==> src/rtl/alu_pkg.sv <==
// Shared ALU definitions: 3-bit op encodings used by the ALU, the datapath decoder
// and the multiply sequencer, plus the sequencer's state enum.
package alu_pkg;

  localparam logic [2:0] ALU_ADD = 3'b000;
  localparam logic [2:0] ALU_SUB = 3'b001;
  localparam logic [2:0] ALU_AND = 3'b010;
  localparam logic [2:0] ALU_OR  = 3'b011;
  localparam logic [2:0] ALU_XOR = 3'b100;
  localparam logic [2:0] ALU_SLL = 3'b101;
  localparam logic [2:0] ALU_SRL = 3'b110;
  localparam logic [2:0] ALU_SRA = 3'b111;

  typedef enum logic [2:0] {
    IDLE = 3'd0,
    ADD  = 3'd1,
    SHL  = 3'd2,
    SHR  = 3'd3,
    DONE = 3'd4
  } mul_state_e;

endpackage

==> src/rtl/alu_mul_sequencer.sv <==
// Shift-and-add multiplier that borrows the shared ALU (ADD/SLL/SRL) and stops
// as soon as the remaining multiplier bits are all zero.
module alu_mul_sequencer
  import alu_pkg::*;
#(
  parameter int WIDTH = 32
) (
  input  logic             clk,
  input  logic             rst_n,
  input  logic             start,
  input  logic [WIDTH-1:0] op_a,
  input  logic [WIDTH-1:0] op_b,
  output logic             busy,
  output logic             done,
  output logic [WIDTH-1:0] product,
  output logic             alu_req,
  output logic [WIDTH-1:0] alu_a,
  output logic [WIDTH-1:0] alu_b,
  output logic [2:0]       alu_op,
  input  logic [WIDTH-1:0] alu_result
);

  mul_state_e       state_q, state_d;
  logic [WIDTH-1:0] m_q, m_d;
  logic [WIDTH-1:0] q_q, q_d;
  logic [WIDTH-1:0] acc_q, acc_d;
  logic [WIDTH-1:0] product_q, product_d;

  // Early termination: once the remaining multiplier is zero, nothing more can be added.
  function automatic mul_state_e next_for_q(input logic [WIDTH-1:0] q);
    if (q == '0)
      return DONE;
    else if (q[0])
      return ADD;
    else
      return SHL;
  endfunction

  always_ff @(posedge clk or negedge rst_n) begin
    if (!rst_n) begin
      state_q   <= IDLE;
      m_q       <= '0;
      q_q       <= '0;
      acc_q     <= '0;
      product_q <= '0;
    end else begin
      state_q   <= state_d;
      m_q       <= m_d;
      q_q       <= q_d;
      acc_q     <= acc_d;
      product_q <= product_d;
    end
  end

  always_comb begin
    state_d = state_q;
    m_d     = m_q;
    q_d     = q_q;
    acc_d   = acc_q;
    alu_req = 1'b0;
    alu_a   = '0;
    alu_b   = '0;
    alu_op  = ALU_ADD;

    unique case (state_q)
      IDLE: begin
        if (start) begin
          m_d     = op_a;
          q_d     = op_b;
          acc_d   = '0;
          state_d = next_for_q(op_b);
        end
      end
      ADD: begin
        alu_req = 1'b1;
        alu_a   = acc_q;
        alu_b   = m_q;
        alu_op  = ALU_ADD;
        acc_d   = alu_result;
        state_d = SHL;
      end
      SHL: begin
        alu_req = 1'b1;
        alu_a   = m_q;
        alu_b   = WIDTH'(1);
        alu_op  = ALU_SLL;
        m_d     = alu_result;
        state_d = SHR;
      end
      SHR: begin
        alu_req = 1'b1;
        alu_a   = q_q;
        alu_b   = WIDTH'(1);
        alu_op  = ALU_SRL;
        q_d     = alu_result;
        state_d = next_for_q(alu_result);
      end
      DONE: begin
        state_d = IDLE;
      end
      default: begin
        state_d = IDLE;
      end
    endcase
  end

  // Product is captured on entry to DONE so it is already valid while done is high.
  always_comb begin
    product_d = product_q;
    if (state_d == DONE)
      product_d = acc_d;
  end

  assign busy    = (state_q != IDLE);
  assign done    = (state_q == DONE);
  assign product = product_q;

endmodule

==> config.mk <==
export PLATFORM = sky130hd
export DESIGN_NAME = alu_mul_sequencer
export DESIGN_NICKNAME = d
export VERILOG_FILES = /design/src/rtl/alu_pkg.sv /design/src/rtl/alu_mul_sequencer.sv
export SDC_FILE = /design/constraint.sdc
export NUM_CORES = 1
export LEC_CHECK = 0
export CAP_MARGIN = 30
export CORE_ASPECT_RATIO = 2
export CORE_MARGIN = 1
export CORE_UTILIZATION = 51
export CTS_CLUSTER_SIZE = 20
export DETAILED_ROUTE_END_ITERATION = 6
export PLACE_DENSITY = 0.95
export SLEW_MARGIN = 10
export SYNTH_ARGS = -nofsm -noshare
export SYNTH_HDL_FRONTEND = slang
export SYNTH_SLANG_ARGS = --single-unit
==> constraint.sdc <==
create_clock -name clk -period 5.9 [get_ports clk]
set_input_delay 0.885 -clock clk [delete_from_list [all_inputs] [get_ports clk]]
set_output_delay 0.885 -clock clk [all_outputs]
set_load 0.1 [all_outputs]
Word-level counts from Yosys, hierarchy flattened
Index checks and enable logic that the tools add are counted.
{"block": "totals", "inputBits": 99, "ff_bits": 131, "word_cells": 37}
{"block": "op_classes", "eq_ne": 6, "mux": 16, "n_reduce_logical": 10}
{"cell": "$pmux W32 S2", "count": 4}
{"cell": "$mux W32", "count": 3}
{"cell": "$pmux W32 S3", "count": 1}
{"cell": "$logic_not A32 Y1", "count": 2}
{"cell": "$pmux W3 S4", "count": 1}
{"cell": "$mux W3", "count": 3}
{"cell": "$eq A3 B2 Y1 const B", "count": 2}
{"cell": "$eq A3 B3 Y1 const B", "count": 2}
{"cell": "$pmux W3 S2", "count": 1}
{"cell": "$mux W2", "count": 2}
{"cell": "$reduce_and A2 Y1", "count": 2}
{"cell": "$reduce_bool A2 Y1", "count": 2}
{"cell": "$eq A3 B1 Y1 const B", "count": 1}
{"cell": "$logic_not A3 Y1", "count": 1}
{"cell": "$reduce_bool A3 Y1", "count": 1}
{"cell": "$reduce_or A3 Y1", "count": 1}
{"cell": "$ne A2 B2 Y1 const B", "count": 1}
{"cell": "$reduce_or A2 Y1", "count": 1}
{"cell": "$mux W1", "count": 1}

Depth between registers and ports, before layout
Gate-level depths: netlist (run 1).
{"block": "depth", "depth_word": 5, "depth_mapped": 9, "depth_no_buf": 5}

Worst setup path after synthesis (run 1)
OpenSTA, ideal clock, no wires.
{"block": "synth_timing", "path_type": "reg2out", "start": "reg state_q[2]", "end": "out alu_op[1]", "setup_slack_ns": 1.610, "stages_incl_launch_ff": 6, "t_required_ns": 5.015, "path_buffers": 2, "arrival_ns": 3.405, "cell_sequence": "dfrtp_1 -> nor2b_1 -> nand2_1 -> inv_1 -> clkbuf_1 -> clkbuf_1"}
{"block": "synth_between", "elab_chain_len": 2}
{"item": "from (decl)", "line_no": "alu_mul_sequencer.sv:23", "text": "mul_state_e state_q, state_d;"}
{"item": "from (signal assigned)", "line_no": "alu_mul_sequencer.sv:47", "text": "state_q <= state_d;"}
{"item": "$eq A3 B2 Y1", "line_no": "alu_mul_sequencer.sv:65", "text": "unique case (state_q)"}
{"item": "$pmux W3 S2 *", "line_no": "alu_mul_sequencer.sv:65"}
{"item": "to (decl)", "line_no": "alu_mul_sequencer.sv:19", "text": "output logic [2:0] alu_op,"}
Every way passes the cells marked *; elsewhere a longest branch is shown, timed or not.

Final worst setup path (run 1)
{"block": "layout_timing", "start": "reg state_q[0]", "end": "out alu_a[8]"}
{"block": "layout_between", "elab_chain_len": 2}
{"item": "$eq A3 B2 Y1 / $eq A3 B1 Y1 (equally long branches)", "line_no": "alu_mul_sequencer.sv:65"}
{"item": "$pmux W32 S3 *", "line_no": "alu_mul_sequencer.sv:65"}
{"item": "to (decl)", "line_no": "alu_mul_sequencer.sv:17", "text": "output logic [WIDTH-1:0] alu_a,"}
Marks and branches as above.

==> impl_results.md, run 1 <==
- Detailed Routing Iterations Pass 1: 5
- R2R setup slack: 2.33 ns
- CTS clk-pin slew, worst paths: 0.06 ns
- Synth Instances: 678
- GRT overflow: 0
- Post-synth top cells: 131 x dfrtp_1, 130 x nand2_1, 90 x o21ai_0
- Most used DFF post-synth: dfrtp_1
- Drt drc: 0
- Post-CTS Hold Buffers: 0
- Num ports: 201
- Critical path endpoint: alu_a[8]
- Final WL: 21.5 mm
- Post-synth top area share: 48.8%
- Die height: 164 um
- Final std cell area, no fill: 9410 um^2
- Initial antenna violation count: 1
- Placed Area: 8750 um^2
- Final setup TNS: 0 ns
- Slowest cell delay on critical path: 1.15 ns
- Critical Path Slowest Stage Cell: clkdlybuf4s50_1
- Synth cell types: 33
- Ys Warns: 0
- First-pass GRT wire length: 33.5 mm
- H-tree depth: 4
- DR WL/cell: 21.1 um
- Mean post-synth cell area: 9.91 um^2
- GPL Wtd Cong: 0.879
- Buffers added on ports: 200
- Final hold viol count: 0
- Post-route clock period utilization: 81.6%
- Buf+Inv Stages, Crit Path: 1
- Max Slew Vio Count: 0
- Rel. slew slack: 30.8%
- Crit-path leading delay family: buffers and inverters
- Filler Cell Count: 864
- Async set-reset flop share out of synthesis: 100%
- CP Launch Point: state_q[0]$_DFF_PN0_
- R2r startpoint: state_q[0]$_DFF_PN0_
- Max-cap viol count: 0
- CTS tree: built
- Most common cell in the netlist: dfrtp_1
- RSZ-0062 raised after global routing: no
- Critical path data arrival time: 3.93 ns
- Post-CTS Setup Inserts: 0
- Initial core utilization: 52.0%
- Reg-to-reg endpoint: product[1]$_DFFE_PN0N_
- Largest net degree at the start of global routing: 73
- Vias: 6156
- Hold crit path type: in2async
- Area leader, netlist: dfrtp_1
- Clock insertion delay at the later pin of the skew report: 0.42 ns
- # nets final: 955
- Max Root-Sink Buffers: 2
- Die W: 83.2 um
- Core ar.: 12900 um^2
- FF+latch count, synth: 131
- Vias in the first global route: 6356
- Stages on the worst setup path: 4
- Reg area: 3280 um^2
- Seq/Total Area, Yosys: 48.8%
- CTS Sinks: 131
- Die area: 13700 um^2
- Worst Max-Slew Pin Slew: 1.04 ns
- Status: completed
- Final setup fails: 0
- Worst path required time: 5.02 ns
- Worst Path Max Fanout: 40
- Max Fclk: 0.208 GHz
- Drt initial violations: 494
- Mapped Nets: 777
- Vias per cell: 6.02
- Post-CTS resize count: 0
- CTS root buf: clkbuf_16
- Final Skew: 0.0118 ns
- Worst setup SP type: register
- Worst reg-to-reg path cell count: 6
- FP Rows: 59
- CP Capture Type: output pin
- Area Overhead vs Synth: 40.0%
- CTS buffer count: 17
- Share of post-route cells with drive strength above 1: 16.9%
- Critical path class: reg2out
- Netlist Area Pre-Place: 6720 um^2
- Post-DP HPWL: 14.4 mm
- Area of the multi-input gates: 3220 um^2
- Dominant cells by area after synthesis: dfrtp_1 49%, mux2_2 10%, mux2i_1 9.5%
- EDFF count, synth: 0
- Minimum clock period: 4.81 ns
- Critical-path cell list: nor2b_4 > a22oi_1 > nor2_1 > clkdlybuf4s50_1
- GR Util All Layers: 32.0%
- Post-route ant nets: 0
[per-layer routing]
metal	global-route usage [%]	wire length, um	share of wire, %	up-vias
met3	5.03	1120	5.2	103
met1	35.4	7600	35	3004
li1	-	-	-	2718
met4	23.2	1400	6.5	0
met5	0	0	0	-
met2	55.5	11400	53	331
[logic make-up (layout without fill, tap and decap cells)]
kind of cell | count (synthesis) | after routing | share of synthesized area [%]
muxes | 128 | 128 | 20.3
other | 0 | 1 | 0
and+or+nand+nor | 231 | 231 | 15.6
DFF | 131 | 131 | 48.8
buffers and inverters | 54 | 245 | 3.74
AOI/OAI and AO/OA | 134 | 134 | 11.7
[flip-flops by register name, indices dropped and copies added, names as in the netlist]
| name | cells |
|---|---|
| acc_q | 32 |
| m_q | 32 |
| q_q | 32 |
| product | 32 |
| state_q | 3 |
[per-stage QoR]
| step | hold WS (ns) | std cells | util (%) | worst slack [ns] |
|---|---|---|---|---|
| 5_1_grt | 0.521 | 1022 | 72.9 | 0.914 |
| 4_1_cts | 0.503 | 1020 | 72.7 | 1.07 |
| 3_3_place_gp | 0.470 | 985 | 67.2 | 1.60 |
| 6_report | 0.460 | 1022 | 72.9 | 1.09 |
| 2_1_floorplan | 0.507 | 678 | - | 1.61 |
| 3_5_place_dp | 0.481 | 988 | 67.7 | 1.55 |
[cell type report]
cell class	count	share of cell area, %
Inverter	1	0.0399
Clock buffer	19	4.71
Antenna cell	1	0.0266
Tap cell	152	2.02
Timing Repair Buffer	212	22.1
Multi-Input combinational cell	493	34.2
Sequential cell	131	34.9
Clock inverter	13	2.07
[placed cells by master, fill, tap and decap left out, types with 2 or more instances in the layout]
cell	count
clkdlybuf4s50_1	167
buf_4	40
a22oi_1	32
bufinv_16	4
nand2_1	130
nand2b_1	2
mux2_2	60
mux2_1	4
buf_16	2
or2_2	2
inv_6	5
clkinvlp_4	3
nor4_1	16
dfrtp_2	2
and2_1	34
o21ai_1	6
dfrtp_1	129
nand4_1	2
nor2b_4	3
nor2_1	34
clkbuf_16	17
and4_1	2
mux2i_1	64
buf_12	2
o21ai_0	90
[how the worst min path moves through the flow]
| stage | endpoint |
|---|---|
| floorplan | acc_q[0]$_DFF_PN0_ |
| global placement | product[19]$_DFFE_PN0N_ |
| detailed placement | product[21]$_DFFE_PN0N_ |
| CTS | q_q[18]$_DFFE_PN0P_ |
| global route | m_q[20]$_DFFE_PN0P_ |
| finish | m_q[20]$_DFFE_PN0P_ |
Power of run 1 is left out: the tool's default activity adds up to more than one toggle a clock period on the data nets, which glitch-free logic cannot reach.
==> run 2: changes to the inputs <==
CORE_UTILIZATION = 43   (was 51)
PLACE_DENSITY = 0.86   (was 0.95)
clock period = 3.9 ns   (was 5.9 ns; I/O delays follow)
==> run 2 against run 1 <==
Setup slack worse by 0.53 ns. Global-route usage fell by 4.1 points. Utilization fell by 6.0 points. Largest cell class unchanged. Cell count up 5.1%. Worst hold slack got worse by 0.46 ns. Clock-buffer cell count stayed put. Non-clock buffer count rose by 7. Register-to-register slack got worse by 1.1 ns. Clock skew down 0.0010 ns. Cell area is 8.7% higher. Flip-flop and latch count is the same. Die area up 18%.
==> impl_results.md, run 2 (synthesis gave the netlist of run 1 again) <==
- Status: completed
- Die W: 90.4 um (+8.7%)
- Max Fclk: 0.299 GHz
- # nets final: 962 (+0.73%)
- GR peak layer: met2
- Critical path data arrival time: 2.76 ns (-1.17 ns)
- Worst Max-Slew Pin Slew: 1.04 ns (+0.00789 ns)
- Sequential power share: 21.3%
- Clock power frac: 15.4%
- First-pass GRT wire length: 34.3 mm (+2.3%)
- Pint: 5120 uW
- Die height: 179 um (+8.8%)
- Initial antenna violation count: 0 (-1)
- Final std cell area, no fill: 10200 um^2 (+8.7%)
- Post-CTS resize count: 0 (unchanged)
- Grt met1 use: 29.4% (-6.0 points)
- Commonest cells after routing, fill and taps aside: 130 x nand2_1, 129 x dfrtp_1, 129 x clkdlybuf4s50_1
- CP Capture Type: output pin
- Worst reg-to-reg path cell count: 6 (unchanged)
- Die area: 16200 um^2 (+18%)
- Rel. slew slack: 30.2% (-0.53 points)
- Hold crit path type: in2async
- GRT overflow: 0 (unchanged)
- Vias in the first global route: 6433 (+1.2%)
- H-tree depth: 4 (unchanged)
- Met2 Usage GRT: 52.0% (-3.5 points)
- Reg-to-reg endpoint: product[16]$_DFFE_PN0N_
- CTS root buf: clkbuf_16
- P_leak: 0.00432 uW
- Final WL: 22.0 mm (+2.2%)
- Post-CTS Setup Inserts: 0 (unchanged)
- Commonest non-fill, non-tap cell in the layout: nand2_1
- Non-filler cells, final: 1074 (+5.1%)
- CTS clk-pin slew, worst paths: 0.06 ns (about the same)
- GPL Wtd Cong: 0.835 (-4.9%)
- Core ar.: 15300 um^2 (+18%)
- Placed Area: 9600 um^2 (+9.7%)
- ANT cells: 0 (-1)
- R2R setup slack: 1.21 ns (-1.12 ns)
- Area Overhead vs Synth: 52.3%
- Drt drc: 0 (unchanged)
- Pwr per Cell Area: 1030 nW/um^2
- Max Slew Vio Count: 0 (unchanged)
- Final setup TNS: 0 ns (unchanged)
- Switch Pwr: 5370 uW
- CTS Sinks: 131 (unchanged)
- Share of post-route cells with drive strength above 1: 22.1% (+5.2 points)
- Placed cell count: 1041 (+5.4%)
- Switching Share: 51.2%
- Buffers added on ports: 200 (unchanged)
- Vias per cell: 5.63 (-6.6%)
- Peak supply drop: 0.807 mV
- Gate power share: 63.3%
- Final Skew: 0.0107 ns (-0.00101 ns)
- M3 GR Usage: 3.77% (-1.3 points)
- Detailed Routing Iterations Pass 1: 4 (-1)
- RSZ-0062 raised after global routing: no
- FP Rows: 64 (+8.5%)
- Largest net degree at the start of global routing: 108 (+48%)
- Final hold viol count: 0 (unchanged)
- Critical path class: reg2out
- CTS buffer count: 17 (unchanged)
- Vias: 6045 (-1.8%)
- R2r startpoint: state_q[2]$_DFF_PN0_
- Final setup fails: 0 (unchanged)
- Filler Cell Count: 1158 (+34%)
- WHS: 0.0000732 ns (-0.460 ns)
- Post-route clock period utilization: 85.7%
- Minimum clock period: 3.34 ns
- CTS tree: built
- Max-cap viol count: 0 (unchanged)
- Worst path required time: 3.31 ns (-1.71 ns)
- GR Util All Layers: 27.9% (-4.1 points)
- Post-DP HPWL: 15.4 mm (+7.0%)
- DR WL/cell: 20.5 um (-2.7%)
- Post-route ant nets: 0 (unchanged)
- Drt initial violations: 326 (-34%)
- Post-CTS Hold Buffers: 0 (unchanged)
- Worst Path Max Fanout: 27 (-33%)
- Num ports: 201 (unchanged)
- Worst setup SP type: register
- Max Root-Sink Buffers: 2 (unchanged)
- Clock insertion delay at the later pin of the skew report: 0.41 ns (about the same)
- Initial core utilization: 43.9% (-8.1 points)
## run 2: changes by cell type in the layout (fill, tap and decap cells not counted), sizes merged
cell	before	now
diode	1	0
clkinv	1	4
inv	6	4
clkinvlp	3	4
bufinv	4	2
clkdlybuf4s50	167	129
buf	45	90
## run 2: area by class of cell
type | instances | area, um^2 | share of cell area [%]
Clock inverter | 13 | 150 | 1.47
Tap cell | 198 | 248 | 2.42
Sequential cell | 131 | 3280 | 32.1
Multi-Input combinational cell | 493 | 3220 | 31.5
Timing Repair Buffer | 219 | 2880 | 28.1
Inverter | 1 | 3.75 | 0.0367
Clock buffer | 19 | 453 | 4.43
## run 2: per-stage QoR
step / power (uW) / setup slack, ns / util (%)
detailed placement: 8890 / 0.544 / 62.8
CTS: 10500 / 0.536 / 66.7
floorplan: 6500 / 0.188 / -
global placement: 8770 / 0.583 / 62.2
global route: 10900 / 0.442 / 66.9
finish: 10500 / 0.559 / 66.9
## run 2: routing by layer
layer | vias to the layer above | share of wire, %
met3 | 72 | 4.4
met2 | 273 | 54
li1 | 2743 | -
met1 | 2957 | 35
met4 | 0 | 5.8
met5 | - | 0
## run 2: worst max-delay path, cell delays in order (launching register included)
cell     delay [ns]
dfrtp_2        0.84
nor2b_4        0.46
buf_4          0.41
a22oi_1        0.16
nor2_1         0.25
buf_12         0.22
## run 2: power by group through the flow
stage,logic [uW],clock network (uW),registers (uW)
after CTS,6670,1630,2230
after detailed placement,6640,0,2250
final,6640,1610,2240
after floorplan,4440,0,2060
after global placement,6560,0,2220
after global routing,6960,1690,2280
## run 2: worst max-delay path by stage
stage | start | to | slack [ns] | cells past startpoint
floorplan | state_q[0]$_DFF_PN0_ | alu_b[0] | 0.19 | 5
finish | state_q[0]$_DFF_PN0_ | alu_a[7] | 0.56 | 5
detailed placement | alu_result[17] | product[6]$_DFFE_PN0N_ | 0.54 | 8
global route | state_q[0]$_DFF_PN0_ | alu_a[7] | 0.44 | 5
CTS | state_q[0]$_DFF_PN0_ | alu_a[7] | 0.54 | 5
global placement | alu_result[16] | product[12]$_DFFE_PN0N_ | 0.58 | 8
Note: power is estimated with default switching activity, not from simulation.
